**src/rtl/deserializer_pkg.sv**
```systemverilog
// Shared constants and types for the serial-to-parallel receiver.
// Build macro DESERIALIZER_LAST_EN (see deserializer.sv) enables short-word support.
package deserializer_pkg;

   localparam int DEF_DATA_W  = 16;
   localparam int DEF_MOD_W   = $clog2(DEF_DATA_W);
   localparam int DEF_TIMEOUT = 8;

   typedef enum logic {
      IDLE = 1'b0,
      RECV = 1'b1
   } deser_state_t;

endpackage

```
**src/rtl/deserializer_gap_timer.sv**
```systemverilog
// Counts consecutive idle cycles inside a partial word and strobes when the gap limit is hit.
// TIMEOUT of 0 removes the timer entirely.
module deserializer_gap_timer #(
   parameter int TIMEOUT = 8
) (
   input  logic clk_i,
   input  logic srst_i,
   input  logic active_i,
   input  logic bit_val_i,
   output logic timeout_o
);

   generate
      if (TIMEOUT > 0) begin : g_timer
         localparam int GAP_W = $clog2(TIMEOUT + 1);

         logic [GAP_W-1:0] gap_q;
         logic [GAP_W-1:0] gap_d;
         logic             limit_s;

         assign limit_s = (gap_q == GAP_W'(TIMEOUT - 1));

         // next gap count: any valid bit or leaving the word restarts the count
         always_comb begin
            gap_d = gap_q;
            if (!active_i || bit_val_i) begin
               gap_d = '0;
            end else if (limit_s) begin
               gap_d = '0;
            end else begin
               gap_d = gap_q + GAP_W'(1);
            end
         end

         // gap counter register
         always_ff @(posedge clk_i) begin
            if (srst_i) begin
               gap_q <= '0;
            end else begin
               gap_q <= gap_d;
            end
         end

         // the strobe marks the final idle cycle; a valid bit in that cycle cancels it
         assign timeout_o = active_i && !bit_val_i && limit_s;
      end else begin : g_no_timer
         logic unused_s;
         assign unused_s  = ^{clk_i, srst_i, active_i, bit_val_i};
         assign timeout_o = 1'b0;
      end
   endgenerate

endmodule

```
**src/rtl/deserializer.sv**
```systemverilog
// Serial-to-parallel receiver: rebuilds MSB-first words, pulses valid, drops stalled partial words.
// Optional build macro DESERIALIZER_LAST_EN adds ser_last_i / deser_data_mod_o for short words.
module deserializer
   import deserializer_pkg::*;
#(
   parameter int  DATA_W  = DEF_DATA_W,
   parameter int  TIMEOUT = DEF_TIMEOUT,
   localparam int MOD_W   = $clog2(DATA_W)
) (
   input  logic              clk_i,
   input  logic              srst_i,
   input  logic              ser_data_i,
   input  logic              ser_data_val_i,
   output logic [DATA_W-1:0] deser_data_o,
   output logic              deser_data_val_o,
   output logic              busy_o,
   output logic              drop_o
`ifdef DESERIALIZER_LAST_EN
   ,
   input  logic              ser_last_i,
   output logic [MOD_W-1:0]  deser_data_mod_o
`endif
);

   localparam int CNT_W = $clog2(DATA_W + 1);

   deser_state_t      state_q, state_d;
   logic [CNT_W-1:0]  cnt_q, cnt_d;
   logic [DATA_W-2:0] shift_q, shift_d;
   logic [DATA_W-1:0] data_q, data_d;
   logic              val_q, val_d;
   logic              busy_q, busy_d;
   logic              drop_q, drop_d;

   logic [DATA_W-1:0] word_s;
   logic [DATA_W-1:0] aligned_s;
   logic [CNT_W-1:0]  cnt_inc_s;
   logic              last_s;
   logic              complete_s;
   logic              timeout_s;

`ifdef DESERIALIZER_LAST_EN
   logic [MOD_W-1:0]  mod_q, mod_d;
`endif

   deserializer_gap_timer #(
      .TIMEOUT (TIMEOUT)
   ) u_gap_timer (
      .clk_i     (clk_i),
      .srst_i    (srst_i),
      .active_i  (state_q == RECV),
      .bit_val_i (ser_data_val_i),
      .timeout_o (timeout_s)
   );

   // the stored bits plus the incoming one form the candidate word; the final bit never needs a flop
   always_comb begin
      word_s    = {shift_q, ser_data_i};
      cnt_inc_s = cnt_q + CNT_W'(1);
`ifdef DESERIALIZER_LAST_EN
      last_s    = ser_last_i;
      aligned_s = word_s << (CNT_W'(DATA_W) - cnt_inc_s);
`else
      last_s    = 1'b0;
      aligned_s = word_s;
`endif
      complete_s = (cnt_inc_s == CNT_W'(DATA_W)) || last_s;
   end

   // word assembly FSM; a valid bit always takes priority over the gap timeout
   always_comb begin
      state_d = state_q;
      cnt_d   = cnt_q;
      shift_d = shift_q;
      data_d  = data_q;
      val_d   = 1'b0;
      drop_d  = 1'b0;
`ifdef DESERIALIZER_LAST_EN
      mod_d   = mod_q;
`endif
      case (state_q)
         IDLE, RECV: begin
            if (ser_data_val_i) begin
               if (complete_s) begin
                  state_d = IDLE;
                  cnt_d   = '0;
                  shift_d = '0;
                  data_d  = aligned_s;
                  val_d   = 1'b1;
`ifdef DESERIALIZER_LAST_EN
                  mod_d   = (cnt_inc_s == CNT_W'(DATA_W)) ? '0 : cnt_inc_s[MOD_W-1:0];
`endif
               end else begin
                  state_d = RECV;
                  cnt_d   = cnt_inc_s;
                  shift_d = word_s[DATA_W-2:0];
               end
            end else if ((state_q == RECV) && timeout_s) begin
               state_d = IDLE;
               cnt_d   = '0;
               shift_d = '0;
               drop_d  = 1'b1;
            end else begin
               state_d = state_q;
            end
         end
         default: begin
            state_d = IDLE;
            cnt_d   = '0;
            shift_d = '0;
         end
      endcase
      busy_d = (cnt_d != '0);
   end

   // state and output registers
   always_ff @(posedge clk_i) begin
      if (srst_i) begin
         state_q <= IDLE;
         cnt_q   <= '0;
         shift_q <= '0;
         data_q  <= '0;
         val_q   <= 1'b0;
         busy_q  <= 1'b0;
         drop_q  <= 1'b0;
`ifdef DESERIALIZER_LAST_EN
         mod_q   <= '0;
`endif
      end else begin
         state_q <= state_d;
         cnt_q   <= cnt_d;
         shift_q <= shift_d;
         data_q  <= data_d;
         val_q   <= val_d;
         busy_q  <= busy_d;
         drop_q  <= drop_d;
`ifdef DESERIALIZER_LAST_EN
         mod_q   <= mod_d;
`endif
      end
   end

   assign deser_data_o     = data_q;
   assign deser_data_val_o = val_q;
   assign busy_o           = busy_q;
   assign drop_o           = drop_q;
`ifdef DESERIALIZER_LAST_EN
   assign deser_data_mod_o = mod_q;
`endif

endmodule

```
**config.mk**
```make
export PLATFORM = sky130hd
export DESIGN_NAME = deserializer
export DESIGN_NICKNAME = d
export VERILOG_FILES = /design/src/rtl/deserializer_pkg.sv /design/src/rtl/deserializer_gap_timer.sv /design/src/rtl/deserializer.sv
export SDC_FILE = /design/constraint.sdc
export NUM_CORES = 1
export LEC_CHECK = 0
export CORE_MARGIN = 3
export CORE_UTILIZATION = 47
export CTS_CLUSTER_SIZE = 16
export DETAILED_ROUTE_END_ITERATION = 10
export HOLD_SLACK_MARGIN = 0.1
export PLACE_DENSITY = 0.69
export SLEW_MARGIN = 25
export SYNTH_ARGS = -nofsm -noshare
export SYNTH_HDL_FRONTEND = slang
export SYNTH_HIERARCHICAL = 1
export SYNTH_SLANG_ARGS = --single-unit
```
**constraint.sdc**
```tcl
create_clock -name clk_i -period 1.95 [get_ports clk_i]
set_input_delay 0.195 -clock clk_i [delete_from_list [all_inputs] [get_ports clk_i]]
set_output_delay 0.195 -clock clk_i [all_outputs]
set_load 0.05 [all_outputs]
```
==> impl_metrics.json, run 1 <==
{
  "grt_max_degree": 34,
  "fin_crit_ns": 1.96,
  "fp.dieW_um": 70.2,
  "clk_pin_slew_ns": 0.08,
  "synthMuxAreaShare_pct": 0,
  "hold_buffers": 0,
  "numCtsBuffers": 5,
  "antenna_found_initial": 0,
  "ir_worst_vdd_mv": 0.367,
  "core-area_um2": 3830,
  "antenna_left": 0,
  "grt_pass1_wl_um": 7150,
  "drt_iter0_drc": 167,
  "synth_fa_ha_area_share_pct": 1.29,
  "synthXorXnorAreaFrac_pct": 0.904,
  "root_buffer": "clkbuf_8",
  "final_cell_mix": "42 x dfxtp_1, 35 x a21oi_1, 22 x clkdlybuf4s50_1",
  "die_y_um": 70.2,
  "crit_type": "reg -> reg",
  "hold_viol": 0,
  "synth_compound_area_share_pct": 27.4,
  "setup_violations": 1,
  "wirelength_um": 4320,
  "cts_buffer_depth": 2,
  "power_density_nw_per_um2": 677,
  "clk-insertion-delay-late_ns": 0.30,
  "final_util_pct": 60.3,
  "worstMarginPinSlew_ns": 0.501,
  "fin_cells": 280,
  "critPathLaunchType": "flip-flop",
  "synth_top_family_by_area": "compound AO/OA/AOI/OAI gates",
  "yosys_warnings": 6,
  "place_hpwl_um": 2700,
  "critPathMaxFanout": 6,
  "io_pins": 23,
  "violations": "setup timing",
  "postSynthAreaPerCell_um2": 9.22,
  "final_common_cell": "dfxtp_1",
  "final_nets": 238,
  "grt_pass1_vias": 1541,
  "vias": 1687,
  "drv_cap": 0,
  "min_period_over_period_pct": 100,
  "wl_per_cell_um": 15.4,
  "cts_tree": "built",
  "viasPerCell": 6.03,
  "cp.arrival_ns": 2.11,
  "clock-sinks": 44,
  "area_delta_synth_final_pct": 19.2,
  "dr.pass1.iters": 4,
  "p_leak_uw": 0.000750,
  "io_buffer_count": 22,
  "slew_headroom_pct": 66.5,
  "drc": 0,
  "synth-simple-area-share_pct": 18.5,
  "place_congestion": 0.866,
  "seq_area_frac_synth_pct": 45.5,
  "clock_skew_ns": 0.00233,
  "place_inst": 270,
  "critPathRequiredTime_ns": 2.11,
  "hp-class": "reg -> reg",
  "slew_violations": 0,
  "grt_util_all_layers_pct": 17.7,
  "setup_slack_ns": -0.00865,
  "ys_seq_elements": 44,
  "start_util_pct": 50.6,
  "synthCells": 210,
  "synth_nets": 216,
  "grt_remaining_overflow": 0,
  "antennaDiodeCount": 0,
  "syn_area_um2": 1940,
  "outcome": "finished, violations left",
  "critPathCaptureType": "flip-flop",
  "die_area_um2": 4930,
  "rsz0062_at_grt": "yes",
  "fmax_mhz": 511,
  "synthDistinctLibCells": 41,
  "rows": 22,
  "htreeDepth": 2,
  "drive_above_1_share_pct": 15.9
}
==> area by class of cell <==
type	count	area [µm²]
clock buffer	6	72.6
clock inverter	1	5.00
fill	332	1520
inverter	2	7.51
multi-input combinational	144	962
sequential	44	883
tap	48	60.1
timing repair buffer	35	318
==> through the flow <==
stage / area [µm²] / hold slack (ns) / total power [µW] / TNS [ns] / setup WS (ns)
floorplan: 1940 / 0.345 / 1000 / 0 / 0.254
global placement: 2170 / 0.424 / 1030 / 0 / 0.0837
detailed placement: 2170 / 0.453 / 1040 / -0.0488 / -0.0488
CTS: 2260 / 0.465 / 1570 / 0 / 0.00743
global route: 2310 / 0.489 / 1620 / -0.125 / -0.125
finish: 2310 / 0.472 / 1560 / -0.00865 / -0.00865
==> critical path, stage by stage (launching register included) <==
cell and delay (ns):
dfxtp_2 0.36, ha_4 0.14, nand3b_1 0.15, nor3b_2 0.26, a21oi_1 0.10, buf_4 0.16, a32o_2 0.28, a211oi_2 0.23
a41oi_2 0.15
==> metal layers <==
metal,up-vias,GRT usage [%],part of all wire (%)
li1,833,-,-
met1,800,23.9,47
met2,42,25.6,46
met3,12,4.75,4.2
met4,0,9.15,2.4
met5,-,0,0
==> registers in the layout, indices dropped and copies added (netlist names) <==
name                       flops
shift_q                       15
cnt_q                          5
busy_o                         1
u_gap_timer/g_timer.gap_q      4
deser_data_o                  16
deser_data_val_o               1
state_q                        1
drop_o                         1
==> cell usage after synthesis, drive strengths merged <==
cell / count / area, µm²
dfxtp: 44 / 881
a21oi: 35 / 175
nand2: 22 / 85.1
nand4: 16 / 100
o31ai: 16 / 135
o211ai: 15 / 113
buf: 14 / 93.8
clkbuf: 6 / 23.8
nor2: 6 / 22.5
and2: 3 / 21.3
nor3b: 3 / 27.5
o21ai: 3 / 26.3
a211oi: 2 / 15.0
ha: 2 / 25.0
nand4b: 2 / 32.5
nor2b: 2 / 12.5
nor3: 2 / 10.0
nor4: 2 / 12.5
o21a: 2 / 22.5
xor2: 2 / 17.5
a221oi: 1 / 8.76
a22oi: 1 / 7.51
a32o: 1 / 10.0
a41oi: 1 / 8.76
and3: 1 / 7.51
clkinv: 1 / 3.75
inv: 1 / 3.75
nand2b: 1 / 13.8
nand3: 1 / 5.00
nand3b: 1 / 7.51
o2bb2ai: 1 / 8.76
==> timing repair <==
| action | in CTS | in global routing |
|---|---|---|
| pin swaps | 1 | 4 |
| buffers inserted | 0 | 3 |
| cloned | 0 | 0 |
| endpoints found under the setup margin | 1 | 1 |
| gates resized for setup | 1 | 7 |
==> worst paths after layout <==
path	slack (ns)	cells past startpoint	from	to
worst max-delay path	-0.009	8	u_gap_timer/g_timer.gap_q[0]	busy_o
worst min-delay path	0.47	2	shift_q[14]	shift_q[14]
worst max register to register	-0.009	8	u_gap_timer/g_timer.gap_q[0]	busy_o
worst min register to register	0.47	2	shift_q[14]	shift_q[14]
==> power breakdown <==
group | internal [µW] | total (µW) | switching (µW) | leakage, µW
Sequential | 908 | 920 | 12.5 | 0.000357
Combinational | 38.6 | 103 | 64.8 | 0.000352
Clock | 244 | 538 | 294 | 0.0000410
Total | 1190 | 1560 | 372 | 0.000750
==> cells by family (layout without fill, tap and decap cells) <==
group | after synthesis | in the layout
AOI/OAI and AO/OA | 78 | 78
adders and majority gates | 2 | 2
and+or+nand+nor | 62 | 62
DFF | 44 | 44
buffers and inverters | 22 | 44
xor gates and xnor gates | 2 | 2
(Power assumes the default switching activity.)
==> run 2: changes to the inputs <==
- SETUP_SLACK_MARGIN: not set -> 0.05
==> impl_metrics.json, run 2 (same netlist as run 1, synthesis figures left out) <==
{
  "outcome": "finished, violations left",
  "violations": "setup timing",
  "met2_usage_pct": 26.0,
  "critPathCaptureType": "flip-flop",
  "path_cells": "ha_4 -> nand3b_1 -> nor3b_2 -> a21oi_1 -> buf_4 -> a32o_2 -> a211oi_2 -> a41oi_2",
  "clock_skew_ns": 0.00242,
  "critPathMaxFanout": 6,
  "numCtsBuffers": 5,
  "fin_crit_ns": 1.98,
  "viasPerCell": 6.04,
  "grt_pass1_vias": 1552,
  "slew_headroom_pct": 66.5,
  "rsz0062_at_grt": "yes",
  "worstMarginPinSlew_ns": 0.501,
  "start_util_pct": 50.6,
  "drc": 0,
  "fmax_mhz": 505,
  "final_util_pct": 60.4,
  "grtUsageMet1_pct": 24.2,
  "dr.pass1.iters": 4,
  "power_density_nw_per_um2": 675,
  "multi_input_area_um2": 962,
  "crit_end": "busy_o",
  "vias": 1691,
  "final_common_cell": "dfxtp_1",
  "slowest_stage": "dfxtp_2",
  "cp.arrival_ns": 2.13,
  "core-area_um2": 3830,
  "seq_area_um2": 886,
  "setup_violations": 1,
  "worstReg2RegStart": "u_gap_timer/g_timer.gap_q[1]",
  "drive_above_1_share_pct": 15.9,
  "place_area_um2": 2170,
  "drv_cap": 0,
  "cp_slowest_stage_delay_ns": 0.36,
  "reg2regPathDepth": 8,
  "grt_max_degree": 34,
  "drt_iter0_drc": 161,
  "die_y_um": 70.2,
  "place_congestion": 0.866,
  "die_area_um2": 4930,
  "crit_type": "reg -> reg",
  "antenna_found_initial": 0,
  "clock-sinks": 44,
  "grtUsageMet3_pct": 4.75,
  "grt_util_all_layers_pct": 17.9,
  "clk-insertion-delay-late_ns": 0.29,
  "critPathLaunchType": "flip-flop",
  "wirelength_um": 4340,
  "cts_buffer_depth": 2,
  "antenna_left": 0,
  "fp.dieW_um": 70.2,
  "fillers": 328,
  "final_nets": 238,
  "slew_violations": 0,
  "grt-busiest-layer": "met2",
  "grt_remaining_overflow": 0,
  "min_period_over_period_pct": 102,
  "final_cell_mix": "42 x dfxtp_1, 35 x a21oi_1, 22 x clkdlybuf4s50_1",
  "clk_pin_slew_ns": 0.08,
  "path_delay_family": "compound AO/OA/AOI/OAI gates",
  "place_hpwl_um": 2700,
  "grt_pass1_wl_um": 7230,
  "io_buffer_count": 22,
  "rrSetupSlack_ns": -0.03,
  "cts_tree": "built",
  "largest_reg_flops": 16,
  "root_buffer": "clkbuf_8",
  "hold_viol": 0,
  "htreeDepth": 2,
  "antennaDiodeCount": 0,
  "area_delta_synth_final_pct": 19.3,
  "setup_slack_ns": -0.0295,
  "wl_per_cell_um": 15.5,
  "rows": 22,
  "hp-class": "reg -> reg",
  "critPathRequiredTime_ns": 2.10,
  "ir_worst_vdd_mv": 0.368,
  "worstSetupPathDepth": 8,
  "crit_start": "u_gap_timer/g_timer.gap_q[1]",
  "critPathBufInv": 1,
  "fin_area_um2": 2310,
  "r2r-end": "busy_o",
  "p_leak_uw": 0.000750,
  "io_pins": 23
}
## run 2: area by class of cell
class	count	share of cell area (%)
clock buffer	6	3.14
timing repair buffer	35	13.8
tap	48	2.60
multi-input combinational	144	41.6
sequential	44	38.3
inverter	2	0.325
clock inverter	1	0.217
## run 2: what timing repair did
item	in CTS	in global routing
hold buffers	0	0
gates resized for setup	5	4
setup buffers	0	3
pin swaps	2	6
setup endpoints to repair	1	1
## run 2: stage by stage
stage	hold slack (ns)	total power, µW	std cells	setup TNS (ns)	setup slack, ns
2_1_floorplan	0.345	1000	210	0	0.254
3_3_place_gp	0.424	1030	270	0	0.0837
3_5_place_dp	0.453	1040	270	-0.0488	-0.0488
4_1_cts	0.432	1570	277	0	0.0759
5_1_grt	0.465	1620	280	-0.144	-0.144
6_report	0.450	1560	280	-0.0295	-0.0295
## run 2: worst min-delay path by stage
stage                                            start  cells past startpoint                           end  slack (ns)
after floorplan                             ser_data_i                      2               deser_data_o[0]        0.35
after global placement    u_gap_timer/g_timer.gap_q[0]                      1  u_gap_timer/g_timer.gap_q[0]        0.42
after detailed placement                   shift_q[14]                      2                   shift_q[14]        0.45
after CTS                 u_gap_timer/g_timer.gap_q[0]                      1  u_gap_timer/g_timer.gap_q[0]        0.43
after global routing      u_gap_timer/g_timer.gap_q[0]                      1  u_gap_timer/g_timer.gap_q[0]        0.47
final                     u_gap_timer/g_timer.gap_q[0]                      1  u_gap_timer/g_timer.gap_q[0]        0.45
## run 2: metal layers
layer  wire (µm)  up-vias
met5           0        -
met4         112        0
met3         201       14
met2        2000       49
met1        2030      795
li1            -      833
## run 2: power breakdown
| part | switching [µW] | total, µW | internal (µW) |
|---|---|---|---|
| combinational | 64.5 | 103 | 38.7 |
| sequential | 12.7 | 919 | 907 |
| clock | 293 | 537 | 244 |
| total | 370 | 1560 | 1190 |
